--- config.mk ---
export PLATFORM = sky130hd
export DESIGN_NAME = seq_alu
export DESIGN_NICKNAME = d
export VERILOG_FILES = /design/src/rtl/seq_alu.sv
export SDC_FILE = /design/constraint.sdc
export NUM_CORES = 1
export LEC_CHECK = 0
export BUFFER_PORTS_ARGS = -buffer_cell sky130_fd_sc_hd__buf_2
export CAP_MARGIN = 10
export CORE_ASPECT_RATIO = 0.7
export CORE_MARGIN = 1.5
export CORE_UTILIZATION = 66
export DETAILED_ROUTE_END_ITERATION = 12
export HOLD_SLACK_MARGIN = 0.1
export PLACE_DENSITY = 0.87
export SKIP_LAST_GASP = 1
export SYNTH_ARGS = -nofsm -noshare
export SYNTH_HDL_FRONTEND = slang
export SYNTH_SLANG_ARGS = --single-unit
--- constraint.sdc ---
create_clock -name clk -period 6.2 [get_ports clk]
set_input_delay 0.31 -clock clk [delete_from_list [all_inputs] [get_ports clk]]
set_output_delay 0.31 -clock clk [all_outputs]
set_load 0.02 [all_outputs]
--- src/rtl/seq_alu.sv ---
// rtl/seq_alu.sv - multi-cycle ALU with iterative multiply and restoring divide
//
// Purpose:
//   Accepts two N-bit operands and a 4-bit opcode on a start/busy/done
//   handshake. Logic, add/sub and shift ops complete in one cycle.
//   MUL runs as N shift-add steps and DIV/MOD as N restoring-division steps.
//   The registered 2N-bit result and flags {NEG, ZERO, CARRY, OVF} hold
//   until the next done pulse.
//
// Ports:
//   clk        in   system clock, rising edge
//   rst_n      in   asynchronous active-low reset
//   start      in   request, accepted only while busy=0
//   op_select  in   [3:0]   opcode, latched at accept
//   operand1   in   [N-1:0] operand A, latched at accept
//   operand2   in   [N-1:0] operand B / shift amount, latched at accept
//   busy       out  high from accept through the done cycle
//   done       out  one-cycle pulse, resultado/banderas valid
//   resultado  out  [2N-1:0] result (upper half zero except for MUL)
//   banderas   out  [3:0] {NEG, ZERO, CARRY, OVF}

module seq_alu #(
  parameter int N = 4
) (
  input  logic           clk,
  input  logic           rst_n,
  input  logic           start,
  input  logic [3:0]     op_select,
  input  logic [N-1:0]   operand1,
  input  logic [N-1:0]   operand2,
  output logic           busy,
  output logic           done,
  output logic [2*N-1:0] resultado,
  output logic [3:0]     banderas
);

  localparam int W  = 2 * N;
  localparam int CW = $clog2(N);

  localparam logic [3:0] OP_ADD = 4'd0;
  localparam logic [3:0] OP_SUB = 4'd1;
  localparam logic [3:0] OP_MUL = 4'd2;
  localparam logic [3:0] OP_DIV = 4'd3;
  localparam logic [3:0] OP_MOD = 4'd4;
  localparam logic [3:0] OP_AND = 4'd5;
  localparam logic [3:0] OP_OR  = 4'd6;
  localparam logic [3:0] OP_XOR = 4'd7;
  localparam logic [3:0] OP_SHL = 4'd8;
  localparam logic [3:0] OP_SHR = 4'd9;

  localparam logic [N-1:0] N_LIM = N[N-1:0];

  typedef enum logic [1:0] {
    S_IDLE = 2'd0,
    S_MUL  = 2'd1,
    S_DIV  = 2'd2,
    S_DONE = 2'd3
  } state_t;

  state_t          state_q, state_d;
  logic [3:0]      op_q, op_d;
  logic [N-1:0]    b_q, b_d;          // divisor; for MUL the multiplier, consumed LSB first
  logic [W-1:0]    mcand_q, mcand_d;  // multiplicand, shifted left each MUL step
  logic [W-1:0]    acc_q, acc_d;      // running product
  logic [N-1:0]    quo_q, quo_d;      // dividend bits leave MSB first, quotient bits enter LSB
  logic [N-1:0]    rem_q, rem_d;
  logic [CW-1:0]   cnt_q, cnt_d;
  logic [W-1:0]    res_q, res_d;
  logic [3:0]      flg_q, flg_d;

  // single-cycle ALU, evaluated on the raw inputs in the accept cycle
  logic [N:0]      sum_ext, diff_ext, shl_ext, shr_ext;
  logic            big_shift;
  logic [N-1:0]    alu_res;
  logic            alu_carry, alu_ovf;

  // iterative datapath helpers
  logic [N:0]      div_shift;
  logic            div_fits;
  logic [W-1:0]    mul_sum;

  logic            load_res;
  logic [W-1:0]    new_res;
  logic            new_carry, new_ovf, new_is_mul, new_neg;

  // state and datapath registers
  always_ff @(posedge clk or negedge rst_n) begin
    if (!rst_n) begin
      state_q <= S_IDLE;
      op_q    <= '0;
      b_q     <= '0;
      mcand_q <= '0;
      acc_q   <= '0;
      quo_q   <= '0;
      rem_q   <= '0;
      cnt_q   <= '0;
      res_q   <= '0;
      flg_q   <= '0;
    end else begin
      state_q <= state_d;
      op_q    <= op_d;
      b_q     <= b_d;
      mcand_q <= mcand_d;
      acc_q   <= acc_d;
      quo_q   <= quo_d;
      rem_q   <= rem_d;
      cnt_q   <= cnt_d;
      res_q   <= res_d;
      flg_q   <= flg_d;
    end
  end

  // next-state logic
  always_comb begin
    state_d = state_q;
    case (state_q)
      S_IDLE: begin
        if (start) begin
          case (op_select)
            OP_MUL:         state_d = S_MUL;
            OP_DIV, OP_MOD: state_d = S_DIV;
            default:        state_d = S_DONE;
          endcase
        end
      end
      S_MUL:   if (cnt_q == '0) state_d = S_DONE;
      S_DIV:   if (cnt_q == '0) state_d = S_DONE;
      S_DONE:  state_d = S_IDLE;
      default: state_d = S_IDLE;
    endcase
  end

  // single-cycle operations
  always_comb begin
    sum_ext   = {1'b0, operand1} + {1'b0, operand2};
    diff_ext  = {1'b0, operand1} - {1'b0, operand2};
    // extra bit on the exit side captures the last bit shifted out
    shl_ext   = {1'b0, operand1} << operand2;
    shr_ext   = {operand1, 1'b0} >> operand2;
    big_shift = (operand2 >= N_LIM);
    alu_res   = '0;
    alu_carry = 1'b0;
    alu_ovf   = 1'b0;
    case (op_select)
      OP_ADD: begin
        alu_res   = sum_ext[N-1:0];
        alu_carry = sum_ext[N];
        alu_ovf   = (operand1[N-1] == operand2[N-1]) && (sum_ext[N-1] != operand1[N-1]);
      end
      OP_SUB: begin
        alu_res   = diff_ext[N-1:0];
        alu_carry = diff_ext[N];
        alu_ovf   = (operand1[N-1] != operand2[N-1]) && (diff_ext[N-1] != operand1[N-1]);
      end
      OP_AND: alu_res = operand1 & operand2;
      OP_OR:  alu_res = operand1 | operand2;
      OP_XOR: alu_res = operand1 ^ operand2;
      OP_SHL: begin
        if (!big_shift) begin
          alu_res   = shl_ext[N-1:0];
          alu_carry = shl_ext[N];
        end
      end
      OP_SHR: begin
        if (!big_shift) begin
          alu_res   = shr_ext[N:1];
          alu_carry = shr_ext[0];
        end
      end
      // reserved opcodes; MUL/DIV/MOD never take their result from here
      default: alu_ovf = 1'b1;
    endcase
  end

  // datapath next values and result capture
  always_comb begin
    op_d    = op_q;
    b_d     = b_q;
    mcand_d = mcand_q;
    acc_d   = acc_q;
    quo_d   = quo_q;
    rem_d   = rem_q;
    cnt_d   = cnt_q;

    div_shift = {rem_q, quo_q[N-1]};
    div_fits  = (div_shift >= {1'b0, b_q});
    mul_sum   = acc_q + (b_q[0] ? mcand_q : '0);

    load_res   = 1'b0;
    new_res    = '0;
    new_carry  = 1'b0;
    new_ovf    = 1'b0;
    new_is_mul = 1'b0;

    case (state_q)
      S_IDLE: begin
        if (start) begin
          op_d    = op_select;
          b_d     = operand2;
          mcand_d = {{N{1'b0}}, operand1};
          acc_d   = '0;
          quo_d   = operand1;
          rem_d   = '0;
          cnt_d   = CW'(N - 1);
          if (state_d == S_DONE) begin
            load_res  = 1'b1;
            new_res   = {{N{1'b0}}, alu_res};
            new_carry = alu_carry;
            new_ovf   = alu_ovf;
          end
        end
      end
      S_MUL: begin
        acc_d   = mul_sum;
        mcand_d = mcand_q << 1;
        b_d     = b_q >> 1;
        cnt_d   = cnt_q - 1'b1;
        if (cnt_q == '0) begin
          load_res   = 1'b1;
          new_res    = mul_sum;
          new_ovf    = |mul_sum[W-1:N];
          new_is_mul = 1'b1;
        end
      end
      S_DIV: begin
        // a zero divisor always "fits", giving all-ones quotient and remainder=A
        if (div_fits) begin
          rem_d = div_shift[N-1:0] - b_q;
          quo_d = {quo_q[N-2:0], 1'b1};
        end else begin
          rem_d = div_shift[N-1:0];
          quo_d = {quo_q[N-2:0], 1'b0};
        end
        cnt_d = cnt_q - 1'b1;
        if (cnt_q == '0) begin
          load_res = 1'b1;
          new_res  = (op_q == OP_DIV) ? {{N{1'b0}}, quo_d} : {{N{1'b0}}, rem_d};
          new_ovf  = (b_q == '0);
        end
      end
      default: ;
    endcase

    new_neg = new_is_mul ? new_res[W-1] : new_res[N-1];
    res_d   = load_res ? new_res : res_q;
    flg_d   = load_res ? {new_neg, (new_res == '0), new_carry, new_ovf} : flg_q;
  end

  // outputs
  always_comb begin
    busy      = (state_q != S_IDLE);
    done      = (state_q == S_DONE);
    resultado = res_q;
    banderas  = flg_q;
  end

endmodule

Yosys cells after proc, flatten, opt, wreduce, memory -nomap -nowiden
Cells that the tools add are included.
{"block": "word_totals", "register_bits": 48, "inputBits": 15, "output_inout_bits": 14, "wordCells": 106}
{"block": "classes", "addsub": 5, "n_lt_le_gt_ge": 2, "eq_ne": 19, "shift": 2, "muxes": 46, "bitwise": 3, "n_reduce_logical": 19}
{"operator": "4-bit two-way mux", "n": 10}
{"operator": "8-bit two-way mux", "n": 4}
{"operator": "8-bit one-hot mux with 2 select lines", "n": 2}
{"operator": "4-bit one-hot mux with 7 select lines", "n": 1}
{"operator": "4-bit one-hot mux with 2 select lines", "n": 3}
{"operator": "8-bit one-hot mux with 3 select lines", "n": 1}
{"operator": "4-bit by 3-bit equality test with 1-bit output, second input constant", "n": 4}
{"operator": "1-bit two-way mux", "n": 15}
{"operator": "4-bit by 2-bit equality test with 1-bit output, second input constant", "n": 3}
{"operator": "8-bit adder", "n": 1}
{"operator": "4-bit equality test, second input constant", "n": 2}
{"operator": "4-bit zero test", "n": 2}
{"operator": "8-bit zero test", "n": 1}
{"operator": "2-bit one-hot mux with 2 select lines", "n": 2}
{"operator": "2-bit AND reduction", "n": 4}
{"operator": "2-bit nonzero test", "n": 4}
{"operator": "2-bit equality test, second input constant", "n": 3}
{"operator": "2-bit two-way mux", "n": 3}
{"operator": "1-bit one-hot mux with 3 select lines", "n": 2}
{"operator": "2-bit one-hot mux with 3 select lines", "n": 1}
{"operator": "4-bit by 4-bit adder with 5-bit output", "n": 1}
{"operator": "5-bit by 4-bit >= comparator with 1-bit output", "n": 1}
{"operator": "5-bit OR reduction", "n": 1}
{"operator": "4-bit by 4-bit left shift with 5-bit output", "n": 1}
{"operator": "19 further kinds", "n": 24}

Depth between registers and ports, before layout
{"block": "logic_depth", "ltp_word": 10, "ltp_mapped": 11, "ltp_nobuf": 10}

Worst setup path after synthesis
Ideal clock, no wire load.
{"block": "synth_path", "path_kind": "in2reg", "startpoint": "input port operand2[1]", "endpoint": "register flg_q[2], in the netlist banderas[2]", "setup_time_ns": 0.103, "t_arrival_ns": 2.578, "required_ns": 6.097, "setup_slack_ns": 3.519, "stages": 10, "path_buffers": 1, "path_cell_list": "clkbuf_1 inv_1 ha_1 a21o_1 a21oi_1 xnor2_1 a32o_1 a311oi_1 nand3_1 o41ai_2"}
{"block": "synth_via", "elab_chain_cells": 7, "elab_cells_between_ends": 15, "classes_between": "add/sub: 2; order compare: 1; shift: 2; mux: 6; bitwise: 3; reduce/logical: 1"}
{"item": "from (decl)", "line": "30", "rtl": "input logic [N-1:0] operand2,"}
{"item": "4-bit by 3-bit >= comparator with 1-bit output (tied with other cells)", "line": "140", "rtl": "big_shift = (operand2 >= N_LIM);"}
{"item": "4-bit two-way mux (on tied branches)", "line": "165, 159"}
{"item": "4-bit one-hot mux with 7 select lines (*)", "line": "144", "rtl": "case (op_select)"}
{"item": "4-bit two-way mux (*)", "line": "205", "rtl": "if (state_d == S_DONE) begin"}
{"item": "4-bit two-way mux (*)", "line": "197", "rtl": "if (start) begin"}
{"item": "8-bit one-hot mux with 3 select lines (*)", "line": "195", "rtl": "case (state_q)"}
{"item": "8-bit zero test (*)", "line": "246", "rtl": "flg_d = load_res ? {new_neg, (new_res == '0), new_carry, new_ovf} : flg_q;"}
{"item": "to (signal assigned)", "line": "109", "rtl": "flg_q <= flg_d;"}
{"item": "to (decl)", "line": "69", "rtl": "logic [3:0] flg_q, flg_d;"}
Every way passes the cells marked *; elsewhere a longest branch is shown, timed or not.
A chain may end at the register's enable or synchronous reset.

Final worst setup path
{"block": "layout_path", "startpoint": "register b_q[0]", "endpoint": "register flg_q[2], in the netlist banderas[2]"}
{"block": "layout_via", "elab_chain_cells": 6, "elab_cells_between_ends": 11, "classes_between": "add/sub: 2; order compare: 1; mux: 7; reduce/logical: 1"}
{"item": "from (decl)", "line": "62", "rtl": "logic [N-1:0] b_q, b_d;"}
{"item": "from (signal assigned)", "line": "91", "rtl": "b_q <= '0;"}
{"item": "from (signal assigned)", "line": "102", "rtl": "b_q <= b_d;"}
{"item": "4-bit subtractor or 5-bit by 4-bit >= comparator with 1-bit output (tied branches)", "line": "228, 186"}
{"item": "4-bit two-way mux or 1-bit two-way mux (tied branches)", "line": "227", "rtl": "if (div_fits) begin"}
{"item": "4-bit two-way mux", "line": "237", "rtl": "new_res = (op_q == OP_DIV) ? {{N{1'b0}}, quo_d} : {{N{1'b0}}, rem_d};"}
{"item": "4-bit two-way mux", "line": "235", "rtl": "if (cnt_q == '0) begin"}
{"item": "8-bit one-hot mux with 3 select lines (*)", "line": "195"}
{"item": "8-bit zero test (*)", "line": "246"}
Marks and branches as above.

==> impl_metrics.tcl <==
set metrics [dict create \
    status "finished, final reports clean" \
    yosysWarnings 0 \
    cts_tree "yes" \
    ctsResizeCount 0 \
    clk_pin_slew_worst_paths_ns 0.10 \
    cp_data_required_time_ns 6.42 \
    fin_nets 504 \
    grt_pass1_vias 3108 \
    drtPass1Iterations 5 \
    clk_latency_ns 0.32 \
    routed_wire_length_per_instance_um 18.1 \
    relSlewSlack_pct 23.3 \
    die_w_um 92.5 \
    place_ws_ns 3.37 \
    gp_congestion 1.02 \
    synth_nets 488 \
    io_pins 29 \
    drive_gt1_share_pct 11.0 \
    dp_hpwl_mm 7.08 \
    syn_inst 438 \
    synth_area_leader_cell "dfrtp_1" \
    cts_buffer_depth 2 \
    p_leak_nw 1.91 \
    timing.final.ws_setup_ns 3.32 \
    numCtsBuffers 5 \
    yosys.area.top_type_share_pct 32.5 \
    grt_use_total_pct 33.8 \
    p_clk_share_pct 15.8 \
    fin_hold_ws_ns 0.163 \
    finalCritPeriodShare_pct 46.5 \
    synth.most_common_cell "nand2_1" \
    slowest_stage "dfrtp_1" \
    syn_to_final_growth_pct 8.08 \
    yosys-top-cells-area "dfrtp_1 (32%), ha_1 (10%), nand2_1 (8.0%), mux2i_1 (5.1%), o21ai_0 (5.1%)" \
    postCtsSetupBuffers 0 \
    crit_fanout 11 \
    ys_seq_area_share_pct 32.5 \
    grt_max_degree 49 \
    antennaDiodeCount 0 \
    overflow 0 \
    numPortBuffers 28 \
    utilization_pct 75.3 \
    worstMarginPinSlew_ns 1.13 \
    dieArea_um2 6070 \
    final.min_clock_period_ns 2.88 \
    drtIter0Drc 359 \
    worstSetupEndpointType "flip-flop" \
    setup_viol 0 \
    synth-seq-cells 48 \
    ir_drop_mv 0.386 \
    synth_ff_type "dfrtp_1" \
    skew_ns 0.0114 \
    power_frac_comb_pct 54.5 \
    synth.avg_cell_area_um2 8.45 \
    via_per_inst 6.46 \
    p_switching_mw 0.849 \
    synth_edf_count 0 \
    grt_pass1_wl_mm 15.8 \
    htree_levels 2 \
    totalWireLength_mm 9.56 \
    slew_violations 0 \
    path_class "flip-flop to flip-flop" \
    syn-cell-area_um2 3700 \
    cpPeakStageDelay_ns 0.52 \
    p_int_mw 0.958 \
    num_rows 22 \
    async_flop_share_pct 100 \
    fmax_ghz 0.347 \
    cts_root_buf "clkbuf_8" \
    detail-route-antenna-nets 0 \
    dp.cells 519 \
    swShare_pct 47.0 \
    cp_cell_sequence "and2_1, ha_1, a21o_1, a21oi_1, o21ai_1, o41a_1, xnor2_1, a41oi_1, o41ai_2" \
    drc 0 \
    core_um2 5310 \
    p_seq_share_pct 29.7 \
    crit_family "compound AO/OA/AOI/OAI gates" \
    startpoint_type "flip-flop" \
    hold_violations 0 \
    hp-class "primary input to async pin" \
    final_cells 527 \
    crit_arrival_ns 3.10 \
    synthTopCellsByCount "nand2_1 (79), dfrtp_1 (48), o21ai_0 (38), ha_1 (31), inv_1 (27)" \
    powerDensity_nw_per_um2 452 \
    vias 3402 \
    dieHeight_um 65.7 \
    clock_sinks 48 \
    grt_setup_unrepaired "no" \
    fin_setup_tns_ns 0 \
    path_buf_inv 0 \
    antenna_found_initial 0 \
    max_cap_viol_count 0 \
    holdBufCountCts 0 \
    initial_utilization_pct 69.7 \
    ys_types 59 \
]
-- power by group through the flow --
stage / clock (mW) / combinational (mW) / sequential, mW
final: 0.285 / 0.986 / 0.537
after global routing: 0.291 / 1.08 / 0.551
after CTS: 0.283 / 0.964 / 0.534
after detailed placement: 0 / 0.956 / 0.540
after global placement: 0 / 0.925 / 0.534
after floorplan: 0 / 0.699 / 0.539
-- metrics by stage --
stage | power [mW] | area (um^2)
after floorplan | 1.24 | 3700
after global placement | 1.46 | 3860
after detailed placement | 1.50 | 3860
after CTS | 1.78 | 4000
after global routing | 1.93 | 4000
final | 1.81 | 4000
-- cells by family after synthesis --
| kind of cell | count (synthesis) | synth area share (%) |
|---|---|---|
| flops | 48 | 32.5 |
| buf+inv | 48 | 4.90 |
| compound gates | 113 | 20.6 |
| xor+xnor | 15 | 3.55 |
| simple gates | 156 | 19.5 |
| mux | 23 | 6.36 |
| fa+ha+maj | 35 | 12.6 |
-- sequential cells by signal, indices dropped and copies added (netlist names) --
register,flops
quo_q,4
banderas,4
b_q,4
acc_q,8
state_q,2
rem_q,4
cnt_q,2
mcand_q,8
resultado,8
op_q,4
-- path summary, 6_finish.rpt --
path | from | end | slack [ns] | cells after the start
max in group asynchronous | rst_n | op_q[0] | 5.37 | 1
max reg2reg | b_q[0] | banderas[2] | 3.32 | 9
min reg2reg | op_q[2] | op_q[2] | 0.48 | 2
min in group clk | op_select[2] | op_q[2] | 0.37 | 3
max | b_q[0] | banderas[2] | 3.32 | 9
min | rst_n | rem_q[3] | 0.16 | 1
-- cell type report --
class / count / area (um^2)
clock inverter: 3 / 68.8
multi-input combinational: 342 / 2320
fill: 380 / 1310
clock buffer: 5 / 68.8
inverter: 28 / 105
timing repair buffer: 29 / 148
tap: 72 / 90.1
sequential: 48 / 1200
-- routing by layer --
metal  track usage (%)  up-vias  wire, um
met5                 0        -         0
met4              9.42        0       147
met3              7.18       20       927
met2              51.3      181      4210
met1              48.8     1623      4280
li1                  -     1578         -
-- cells in the final DEF (no fill, tap or decap), types with 3 or more instances in the layout --
cell       Yosys  routed
clkbuf_8       0       5
o31ai_1        5       5
o21ai_0       38      38
a211oi_1       5       5
nor3_1         5       5
a21o_1         4       4
nand2b_1       6       6
o22ai_1        3       3
dfrtp_1       48      48
or3_1          3       3
nand2_1       79      79
a2111oi_0      3       3
a31oi_1        5       5
fa_1           4       4
ha_1          31      31
nor2_1        22      22
buf_2          1      28
mux2i_1       19      19
a21oi_1       18      18
a221oi_1       3       3
xnor2_1        9       9
mux2_2         4       4
nor4_1         3       3
and2_1        10      10
o21bai_1       3       3
nand3_1       12      12
a22oi_1        3       3
xor2_1         6       6
inv_1         27      27
Power figures use the tool's default switching activity.
